<file path="src/rtl/if_id_pipe.sv">
// IF/ID pipeline register with hazard stall/flush and NOP bubble insertion.
// Define IF_ID_PERF_CNT_EN to add saturating stall/flush cycle counters.
module if_id_pipe #(
  parameter int          XLEN      = 32,
  parameter logic [31:0] NOP_INSTR = 32'h0000_0013,
  parameter int          CNT_W     = 16
) (
  input  logic            clk,
  input  logic            rst,
  input  logic            stall_id,
  input  logic            flush_id,
  input  logic            valid_if,
  input  logic [XLEN-1:0] pc_if,
  input  logic [XLEN-1:0] pc_plus_4_if,
  input  logic [31:0]     im_data_if,
  output logic            valid_id,
  output logic [XLEN-1:0] pc_id,
  output logic [XLEN-1:0] pc_plus_4_id,
  output logic [31:0]     im_data_id,
  output logic [6:0]      opcode_id,
  output logic [4:0]      rd_id,
  output logic [2:0]      func_3_id,
  output logic [4:0]      rs1_id,
  output logic [4:0]      rs2_id,
  output logic            func_7_bit_6_id
`ifdef IF_ID_PERF_CNT_EN
  ,
  output logic [CNT_W-1:0] stall_cnt_id,
  output logic [CNT_W-1:0] flush_cnt_id
`endif
);

  always_ff @(posedge clk) begin
    if (rst) begin
      valid_id     <= 1'b0;
      pc_id        <= '0;
      pc_plus_4_id <= '0;
      im_data_id   <= NOP_INSTR;
    end else if (flush_id) begin
      valid_id     <= 1'b0;
      pc_id        <= '0;
      pc_plus_4_id <= '0;
      im_data_id   <= NOP_INSTR;
    end else if (!stall_id) begin
      valid_id     <= valid_if;
      pc_id        <= pc_if;
      pc_plus_4_id <= pc_plus_4_if;
      im_data_id   <= valid_if ? im_data_if : NOP_INSTR;
    end
  end

  // Fields are slices of the one register so they always agree with it.
  assign opcode_id       = im_data_id[6:0];
  assign rd_id           = im_data_id[11:7];
  assign func_3_id       = im_data_id[14:12];
  assign rs1_id          = im_data_id[19:15];
  assign rs2_id          = im_data_id[24:20];
  assign func_7_bit_6_id = im_data_id[30];

`ifdef IF_ID_PERF_CNT_EN
  always_ff @(posedge clk) begin
    if (rst) begin
      stall_cnt_id <= '0;
      flush_cnt_id <= '0;
    end else if (flush_id) begin
      if (flush_cnt_id != '1)
        flush_cnt_id <= flush_cnt_id + CNT_W'(1);
    end else if (stall_id) begin
      if (stall_cnt_id != '1)
        stall_cnt_id <= stall_cnt_id + CNT_W'(1);
    end
  end
`endif

endmodule

</file>
<file path="config.mk">
export PLATFORM = sky130hd
export DESIGN_NAME = if_id_pipe
export DESIGN_NICKNAME = d
export VERILOG_FILES = /design/src/rtl/if_id_pipe.sv
export SDC_FILE = /design/constraint.sdc
export NUM_CORES = 1
export LEC_CHECK = 0
export ABC_CLOCK_PERIOD_IN_PS = 2250
export BUFFER_PORTS_ARGS = -buffer_cell sky130_fd_sc_hd__buf_2
export CAP_MARGIN = 20
export CORE_ASPECT_RATIO = 0.6
export CORE_MARGIN = 3
export CORE_UTILIZATION = 45
export DETAILED_ROUTE_END_ITERATION = 16
export HOLD_SLACK_MARGIN = 0.06
export PLACE_DENSITY = 0.84
export SETUP_SLACK_MARGIN = 0.2
export SLEW_MARGIN = 40
export SYNTH_ARGS = -nofsm -noshare
export SYNTH_HDL_FRONTEND = slang
export SYNTH_SLANG_ARGS = --single-unit
</file>
<file path="constraint.sdc">
create_clock -name clk -period 2.25 [get_ports clk]
set_input_delay 0.675 -clock clk [delete_from_list [all_inputs] [get_ports clk]]
set_output_delay 0.675 -clock clk [all_outputs]
set_load 0.005 [all_outputs]
</file>
# Word-level counts from Yosys, hierarchy flattened
# Cells that the tools add are included.
[totals] wordCells=6 reg_bits=97 output_inout_bits=123 input_bits=101
[op_classes] mux=1 n_reduce_logical=1
[op_table] cell="$mux 32" n=1
[op_table] cell="$reduce_or 2->1" n=1

# Logic depth before layout (Yosys ltp)
# Gate-level depths: netlist of run 1.
[logic_depth] word_depth=1 mapped_depth=5 mapped_depth_nobuf=2

# Worst setup path before layout of run 1
# Ideal clock, no wire load.
[synth_path] kind="input port to flip-flop" startpoint="in flush_id" endpoint="reg pc_id[0]" path_buffers=3 t_required_ps=2186 path_stages=5 arrival_time_ps=1349 setup_time_ps=64 slack_ps=837 cell_sequence="or2_1 > clkbuf_1 > buf_6 > buf_6 > nor2_1"
[synth_via] elab_chain_cells=1
[synth_lines] item="start, declared" line="11" rtl="input logic flush_id,"
[synth_lines] item="$reduce_or 2->1 (no source line)"
[synth_lines] item="end signal, assigned" line="46" rtl="pc_id <= pc_if;"
[synth_lines] item="end, declared" line="17" rtl="output logic [XLEN-1:0] pc_id,"
# No other way between the ends.
# A chain may end at the register's enable or synchronous reset.

# Worst setup path after layout of run 1
[layout_path] startpoint="reg im_data_id[3]" endpoint="out opcode_id[3]"
[layout_rtl] item="start, declared" line="19" rtl="output logic [31:0] im_data_id,"
[layout_rtl] item="start signal, assigned" line="48" rtl="im_data_id <= valid_if ? im_data_if : NOP_INSTR;"
[layout_rtl] item="end, declared" line="20" rtl="output logic [6:0] opcode_id,"
# No word-level cell between the ends.

==> key figures, run 1 <==
Status
  • Outcome: completed

STA
  • Final Max Tran Viols: 0
  • Rel. slew slack: 0.5722
  • Highest Clock Rate: 655.5 MHz
  • Tmin final: 1.525 ns
  • Tcrit/Tclk final: 0.6780
  • # setup viols final: 0
  • Setup TNS: 0 ns
  • Worst-Margin Slew: 0.6417 ns
  • Final hold vios: 0
  • RSZ-0062 raised after global routing: no
  • Clk_skew: 0 ns

Critical path
  • Largest delay contributor family on the critical path: flip-flops
  • Crit path DAT: 0.85 ns
  • Crit-path max FO: 3
  • Largest stage delay, worst path: 0.37 ns
  • Setup CP Type: reg2out
  • WP data required: 1.57 ns
  • Critical path launch point type: flip-flop
  • Worst-path cell chain: buf_2
  • CP endpoint kind: output pin
  • Buf+Inv Stages, Crit Path: 1
  • Worst R2R Start: pc_plus_4_id[10]
  • Worst Setup SP: im_data_id[3]
  • Slowest CP cell: dfxtp_1

Logic synthesis
  • Sequential area share after synthesis: 0.5166
  • Mapped Area: 3759 um2
  • YS warnings: 0
  • Mapped Cells: 379
  • Area contributors post-synth: dfxtp_1 (52%), mux2i_1 (17%), buf_4 (6.6%)
  • Share of the synthesized area in the top cell type: 0.5166
  • Syn Nets: 480
  • Avg Cell Area, Syn: 9.917 um2
  • Area leader, netlist: dfxtp_1
  • Post-synthesis register bit count: 97
  • Post-synth cell types: 14

Die
  • Die width: 124.0 um
  • Io pins: 224
  • Die height: 76.79 um
  • Rows: 25
  • Total core area: 8008 um2
  • Initial Utilization: 0.4694
  • Die ar.: 9521 um2

GRT
  • Tot GR Track Use: 0.1968
  • Vias in the first global route: 3019
  • Initial antenna violation count: 0
  • Global-route wire length before repair: 14.75 mm
  • Largest net degree at the start of global routing: 78
  • Grt total ovfl: 0

Clock tree
  • Setup bufs post-CTS: 0
  • Num CTS Buffers: 9
  • H-tree Lvls: 3
  • CTS tree: yes
  • Clock buffer depth: 2
  • Post-CTS Resized: 0
  • Clk root buf: clkbuf_16
  • CTS sink count: 97
  • CTS Hold Bufs: 0
  • Clk pin slew, worst setup/hold paths: 0.06 ns
  • Later-pin clock latency in the skew report: 0.33 ns

Cells and area
  • Commonest non-fill, non-tap cell in the layout: buf_2
  • Most frequent cells in the layout: buf_2 (222), dfxtp_1 (97), nor2_1 (66), mux2i_1 (65)
  • Final #Nets: 664
  • Synth-to-Final Area Change: 33.42%
  • Finished Core Util: 0.6263
  • Layout cell share with drive strength beyond 1: 0.4278
  • Final Non-Filler Cells: 676
  • Ant. Diodes: 0

Power and ir drop
  • Gate power share: 0.092
  • VDD IR max: 445.0 uV
  • Clock network power share: 0.446
  • Pint: 3.042 mW
  • Leakage: 2.579 nW
  • P per Cell Area: 773.8 nW/um2
  • Part of the power in registers: 0.462
  • Switching Power: 0.8380 mW
  • Sw Ratio: 0.2160

Routing
  • Drt pass-1 iters: 4
  • DRC viols: 0
  • Final ANT Viol Nets: 0
  • Vias: 3238
  • Routed len/inst: 14.18 um
  • DRT Wirelength: 9.589 mm
  • Initial DRC count: 108
  • Via/cell ratio: 4.790

Hold path
  • HP Class: reg2reg
  • Worst Hold Launch: im_data_id[31]

Place
  • Inst Count DP: 660
  • HPWL Detailed: 7.067 mm
  • Routability cong.: 0.7309
  • Buffers on Ports: 223

Run
  • MaxCap Viol Count: 0
synth_stat cells:
cell type	instances
dfxtp_1	97
nor2_1	66
mux2i_1	65
buf_4	33
a21oi_1	29
nand2_1	29
nand3b_1	29
clkbuf_1	10
buf_6	7
buf_2	4
nor2b_1	3
nor3b_1	3
o21ai_0	3
or2_1	1
worst reg2reg max path, stage by stage, from the launching register on:
cell	delay, ns
dfxtp_1	0.32
mux2i_1	0.18
nor2_1	0.07
path summary, 6_finish.rpt:
check | cells after the start | slack, ns | end
setup / recovery | 1 | 0.72 | opcode_id[3]
hold / removal | 2 | 0.46 | im_data_id[31]
setup reg to reg | 2 | 1.56 | pc_plus_4_id[10]
hold reg to reg | 2 | 0.46 | im_data_id[31]
per-stage QoR:
stage	hold WS (ns)	setup slack (ns)	instance area, um2	total power [mW]
after floorplan	0.4565	0.8373	3759	2.040
after global placement	0.4471	0.5812	4671	2.174
after detailed placement	0.4528	0.5352	4671	2.189
after CTS	0.4626	0.6820	5015	3.932
after global routing	0.4853	0.6637	5015	4.046
final	0.4626	0.7245	5015	3.880
registers in the layout (all words and copies together) (netlist names):
| signal | count |
|---|---|
| im_data_id | 32 |
| pc_id | 32 |
| pc_plus_4_id | 32 |
| valid_id | 1 |
layout make-up:
| type | instances | area [um2] |
|---|---|---|
| Clock inverter | 6 | 115.1 |
| Sequential cell | 97 | 1942 |
| Timing Repair Buffer | 227 | 1161 |
| Multi-Input combinational cell | 228 | 1433 |
| Clock buffer | 10 | 229.0 |
| Fill cell | 683 | 2993 |
| Tap cell | 108 | 135.1 |
power groups by stage:
stage | Sequential (mW) | Clock (mW) | Combinational, mW
2_1_floorplan | 1.83 | 0 | 0.205
3_3_place_gp | 1.83 | 0 | 0.345
3_5_place_dp | 1.83 | 0 | 0.357
4_1_cts | 1.79 | 1.78 | 0.359
5_1_grt | 1.80 | 1.85 | 0.394
6_report | 1.79 | 1.73 | 0.355
cell families after synthesis:
logic type	after synthesis	synth area share
multiplexers	65	0.1731
AO/OA/AOI/OAI	32	0.04261
flip-flops	97	0.5166
buffers and inverters	54	0.1022
AND/OR/NAND/NOR	131	0.1654
layer usage:
layer / wire [um] / share of wire / GRT usage / vias to the layer above
met4: 63 / 0.0066 / 0.05574 / 0
met5: 0 / 0 / 0 / -
met1: 3823 / 0.40 / 0.2206 / 1513
li1: - / - / - / 1595
met2: 4893 / 0.51 / 0.3412 / 124
met3: 808 / 0.084 / 0.08180 / 6
Power figures use the tool's default switching activity.
==> inputs of run 2 (changes only) <==
--- a/config.mk
+++ b/config.mk
@@ -5,15 +5,16 @@
 export SDC_FILE = /design/constraint.sdc
 export NUM_CORES = 1
 export LEC_CHECK = 0
-export ABC_CLOCK_PERIOD_IN_PS = 2250
+export ABC_AREA = 1
+export ABC_CLOCK_PERIOD_IN_PS = 1400
 export BUFFER_PORTS_ARGS = -buffer_cell sky130_fd_sc_hd__buf_2
 export CAP_MARGIN = 20
 export CORE_ASPECT_RATIO = 0.6
 export CORE_MARGIN = 3
-export CORE_UTILIZATION = 45
+export CORE_UTILIZATION = 40
 export DETAILED_ROUTE_END_ITERATION = 16
 export HOLD_SLACK_MARGIN = 0.06
-export PLACE_DENSITY = 0.84
+export PLACE_DENSITY = 0.78
 export SETUP_SLACK_MARGIN = 0.2
 export SLEW_MARGIN = 40
 export SYNTH_ARGS = -nofsm -noshare
==> constraint.sdc (replaced) <==
create_clock -name clk -period 1.4 [get_ports clk]
set_input_delay 0.42 -clock clk [delete_from_list [all_inputs] [get_ports clk]]
set_output_delay 0.42 -clock clk [all_outputs]
set_load 0.005 [all_outputs]
==> key figures, run 2 <==
STA
  • Final Max Tran Viols: 0
  • Clk_skew: 0 ns
  • Final hold vios: 0
  • Rel. slew slack: 0.8169
  • # setup viols final: 0
  • Setup TNS: 0 ns
  • Worst-Margin Slew: 0.2746 ns
  • Tmin final: 1.228 ns
  • RSZ-0062 raised after global routing: yes
  • Tcrit/Tclk final: 0.8773
  • Highest Clock Rate: 814.1 MHz
  • PnR worst setup slack: 0.1717 ns

Logic synthesis
  • Ys async rst share: 0
  • Post-synth cell types: 15
  • Mapped Cells: 452
  • Area leader, netlist: dfxtp_1
  • Post-synthesis register bit count: 97
  • Sequential area share after synthesis: 0.4986
  • Syn Nets: 553
  • Avg Cell Area, Syn: 8.617 um2
  • Main synth FF type: dfxtp_1
  • Post-synth EDFFs: 0
  • Share of the synthesized area in the top cell type: 0.4986
  • Mapped Area: 3895 um2
  • Count leader, synth: nand2_1
  • YS warnings: 0
  • Area contributors post-synth: dfxtp_1 (50%), nand2_1 (16%), a21oi_2 (13%)
  • Top post-synthesis cells by count: nand2_1 (162), dfxtp_1 (97), a21oi_2 (60)

Critical path
  • Largest delay contributor family on the critical path: flip-flops
  • Critical path launch point type: flip-flop
  • Largest stage delay, worst path: 0.36 ns
  • CP endpoint kind: output pin
  • WP data required: 0.98 ns
  • Slowest CP cell: dfxtp_2
  • Worst-path cell chain: buf_2
  • Setup CP Type: reg2out
  • Crit-path max FO: 3
  • Crit path DAT: 0.81 ns
  • Buf+Inv Stages, Crit Path: 1

Clock tree
  • H-tree Lvls: 3
  • Num CTS Buffers: 9
  • CTS Hold Bufs: 0
  • Clk pin slew, worst setup/hold paths: 0.06 ns
  • Clk root buf: clkbuf_16
  • CTS sink count: 97
  • Clock buffer depth: 2
  • Later-pin clock latency in the skew report: 0.33 ns
  • CTS tree: yes

Die
  • Rows: 27
  • Die width: 133.4 um
  • Die height: 82.44 um
  • Total core area: 9324 um2
  • Io pins: 224
  • Initial Utilization: 0.4177
  • Die ar.: 11000 um2

GRT
  • Grt total ovfl: 0
  • Global-route wire length before repair: 16.72 mm
  • Largest net degree at the start of global routing: 61
  • Tot GR Track Use: 0.1897
  • Initial antenna violation count: 0
  • Vias in the first global route: 3411

Routing
  • Via/cell ratio: 4.741
  • Vias: 3731
  • Routed len/inst: 14.70 um
  • DRT Wirelength: 11.57 mm
  • DRC viols: 0
  • Drt pass-1 iters: 4
  • Final ANT Viol Nets: 0
  • Initial DRC count: 134

Power and ir drop
  • Sw Ratio: 0.2418
  • Switching Power: 1.434 mW
  • Gate power share: 0.118
  • Leakage: 2.566 nW
  • Pint: 4.495 mW
  • Part of the power in registers: 0.490
  • P per Cell Area: 1019 nW/um2
  • Clock network power share: 0.392
  • VDD IR max: 533.7 uV

Place
  • HPWL Detailed: 7.737 mm
  • Inst Count DP: 754
  • Post-Place Worst Slack: 0.1095 ns
  • Routability cong.: 0.7962
  • Buffers on Ports: 223

Cells and area
  • Layout cell share with drive strength beyond 1: 0.6454
  • Ant. Diodes: 0
  • Fillers: 810
  • Most frequent cells in the layout: nand2_1 (162), buf_2 (158), dfxtp_2 (94), buf_6 (65), a21oi_2 (60)
  • Top flop regs: im_data_id x32, pc_id x32, pc_plus_4_id x32
  • Final Non-Filler Cells: 787
  • Synth-to-Final Area Change: 49.34%
  • Commonest non-fill, non-tap cell in the layout: nand2_1
  • Final #Nets: 753

Run
  • MaxCap Viol Count: 0

Hold path
  • HP Class: in2reg

Status
  • Outcome: completed
## run 2: cell types whose count changed after synthesis, sizes merged, moves of 3 or more
cell	change
nor2b	-3
inv	+3
nand3	+32
mux2i	-65
nand2	+133
clkbuf	-7
nor2	-65
buf	+13
nand3b	-29
a21oi	+65
nor3b	-3
## run 2: final cells by class
cell class / count / area (um2) / area share
Sequential cell: 97 / 2071 / 0.3560
Inverter: 3 / 16.27 / 0.002796
Multi-Input combinational cell: 292 / 1490 / 0.2562
Clock inverter: 4 / 27.53 / 0.004732
Clock buffer: 12 / 256.5 / 0.04410
Tap cell: 130 / 162.7 / 0.02796
Timing Repair Buffer: 249 / 1793 / 0.3082
## run 2: timing repair
item	in CTS	in global routing
pin swaps	0	0
setup endpoints to repair	121	123
resized for setup	122	43
buffers inserted	5	12
## run 2: logic make-up after synthesis
kind of cell,count (synthesis),synth area share
flops,97,0.4986
buf+inv,63,0.1189
compound gates,97,0.1825
simple gates,195,0.2001
## run 2: final timing paths
path / cells past startpoint / from / end / slack (ns)
max: 1 / im_data_id[15] / im_data_id[15] / 0.17
min: 3 / im_data_if[0] / im_data_id[0] / 0.32
max reg2reg: 4 / pc_plus_4_id[18] / pc_plus_4_id[18] / 0.59
min reg2reg: 2 / pc_id[31] / pc_id[31] / 0.46
## run 2: per-stage QoR
stage / utilization / hold slack (ns) / instance area, um2 / total power, mW
floorplan: - / 0.4526 / 3895 / 3.299
global placement: 0.5223 / 0.4493 / 4870 / 3.550
detailed placement: 0.5223 / 0.4527 / 4870 / 3.567
CTS: 0.5876 / 0.3085 / 5479 / 5.942
global route: 0.6239 / 0.3100 / 5817 / 6.181
finish: 0.6239 / 0.3196 / 5817 / 5.928
## run 2: power by group through the flow
stage / clock (mW) / sequential (mW) / combinational [mW]
floorplan: 0 / 2.95 / 0.351
global placement: 0 / 2.94 / 0.609
detailed placement: 0 / 2.94 / 0.624
CTS: 2.39 / 2.90 / 0.657
global route: 2.50 / 2.91 / 0.766
finish: 2.32 / 2.91 / 0.701
## run 2: metal layers
| layer | vias to the layer above | GRT usage | part of all wire |
|---|---|---|---|
| met2 | 157 | 0.3209 | 0.50 |
| met5 | - | 0 | 0 |
| met1 | 1727 | 0.2276 | 0.40 |
| met3 | 14 | 0.07082 | 0.084 |
| met4 | 0 | 0.06263 | 0.014 |
| li1 | 1833 | - | - |
==> inputs of run 3 (changes only) <==
--- a/config.mk
+++ b/config.mk
@@ -15,6 +15,7 @@
 export DETAILED_ROUTE_END_ITERATION = 16
 export HOLD_SLACK_MARGIN = 0.06
 export PLACE_DENSITY = 0.78
+export REMOVE_ABC_BUFFERS = 1
 export SETUP_SLACK_MARGIN = 0.2
 export SLEW_MARGIN = 40
 export SYNTH_ARGS = -nofsm -noshare
==> key figures, run 3 (same netlist as run 2, synthesis figures left out) <==
Critical path
  • Largest stage delay, worst path: 0.36 ns
  • Crit-path max FO: 3
  • WP data required: 0.98 ns
  • Buf+Inv Stages, Crit Path: 1
  • Setup CP Type: reg2out
  • Largest delay contributor family on the critical path: flip-flops
  • Worst-path cell chain: buf_6
  • Critical path launch point type: flip-flop
  • Crit path DAT: 0.81 ns
  • Slowest CP cell: dfxtp_4
  • CP endpoint kind: output pin

Clock tree
  • Num CTS Buffers: 9
  • Later-pin clock latency in the skew report: 0.33 ns
  • Clk root buf: clkbuf_16
  • Clock buffer depth: 2
  • CTS Hold Bufs: 0
  • H-tree Lvls: 3
  • CTS tree: yes
  • CTS sink count: 97
  • Clk pin slew, worst setup/hold paths: 0.07 ns

GRT
  • M3 GR Usage: 0.07627
  • Vias in the first global route: 3443
  • Tot GR Track Use: 0.1943
  • Global-route wire length before repair: 17.03 mm
  • Global route hottest layer: met2
  • Grt total ovfl: 0
  • Met1 GRT Util: 0.2388
  • Met2 Use GR: 0.3274
  • Initial antenna violation count: 0
  • Largest net degree at the start of global routing: 53

Die
  • Total core area: 9324 um2
  • Initial Utilization: 0.4177
  • Rows: 27
  • Die ar.: 11000 um2
  • Die height: 82.44 um
  • Io pins: 224
  • Die width: 133.4 um

STA
  • Final Max Tran Viols: 0
  • # setup viols final: 0
  • Final hold vios: 0
  • Setup TNS: 0 ns
  • RSZ-0062 raised after global routing: yes
  • Tcrit/Tclk final: 0.8754
  • Tmin final: 1.226 ns
  • Rel. slew slack: 0.8111
  • PnR worst setup slack: 0.1744 ns
  • Worst-Margin Slew: 0.2834 ns
  • Clk_skew: 0 ns
  • Highest Clock Rate: 815.9 MHz

Cells and area
  • Most frequent cells in the layout: nand2_1 (162), buf_2 (153), dfxtp_2 (93), buf_6 (69), a21oi_2 (60)
  • Final #Nets: 754
  • Commonest non-fill, non-tap cell in the layout: nand2_1
  • Fillers: 744
  • Final Non-Filler Cells: 788
  • Finished Core Util: 0.6358
  • Top flop regs: im_data_id x32, pc_id x32, pc_plus_4_id x32
  • Synth-to-Final Area Change: 52.20%
  • Ant. Diodes: 0
  • Layout cell share with drive strength beyond 1: 0.6459
  • Fin area: 5928 um2

Place
  • Inst Count DP: 753
  • Buffers on Ports: 223
  • DP Area: 4877 um2
  • Routability cong.: 0.7639
  • HPWL Detailed: 7.776 mm
  • Post-Place Worst Slack: 0.1024 ns

Routing
  • Via/cell ratio: 4.783
  • Routed len/inst: 14.76 um
  • Final ANT Viol Nets: 0
  • Vias: 3769
  • Initial DRC count: 204
  • Drt pass-1 iters: 4
  • DRT Wirelength: 11.63 mm
  • DRC viols: 0

Hold path
  • HP Class: in2reg

Power and ir drop
  • Leakage: 2.617 nW
  • P per Cell Area: 1084 nW/um2
  • VDD IR max: 708.3 uV

Run
  • MaxCap Viol Count: 0

Status
  • Outcome: completed
-- run 3: layout make-up --
type                            count  area (um2)  area share
Sequential cell                    97        2073      0.3497
Timing Repair Buffer              250        1841      0.3105
Multi-Input combinational cell    292        1490      0.2514
Clock buffer                       11       242.7     0.04095
Tap cell                          130       162.7     0.02744
Clock inverter                      5       102.6     0.01731
Inverter                            3       16.27    0.002744
-- run 3: worst paths after layout --
kind / depth (start not counted) / start / slack, ns / end
max: 1 / im_data_id[19] / 0.17 / im_data_id[19]
min: 3 / im_data_if[4] / 0.31 / im_data_id[4]
max reg2reg: 4 / im_data_id[14] / 0.57 / im_data_id[14]
min reg2reg: 2 / im_data_id[26] / 0.47 / im_data_id[26]
-- run 3: power by group --
part / leakage [nW] / total [mW] / internal, mW / switching [mW]
sequential: 0.832 / 2.90 / 2.85 / 0.0551
combinational: 1.62 / 0.706 / 0.351 / 0.355
clock: 0.166 / 2.82 / 1.79 / 1.02
-- run 3: what timing repair did --
action,in CTS,in global routing
pin swaps,0,0
setup buffers,11,8
resized for setup,122,48
gates cloned,0,0
endpoints found under the hold margin,0,0
endpoints found under the setup margin,123,123
-- run 3: layer usage --
metal | up-vias | wire (um)
met4 | 0 | 82
met3 | 10 | 1092
met5 | - | 0
li1 | 1838 | -
met1 | 1755 | 4708
met2 | 166 | 5745
-- run 3: metrics by stage --
step / power [mW] / hold slack [ns]
6_report: 6.424 / 0.3077
5_1_grt: 6.697 / 0.3114
4_1_cts: 6.467 / 0.2897
3_5_place_dp: 3.571 / 0.4563
3_3_place_gp: 3.560 / 0.4400
2_1_floorplan: 3.178 / 0.4527
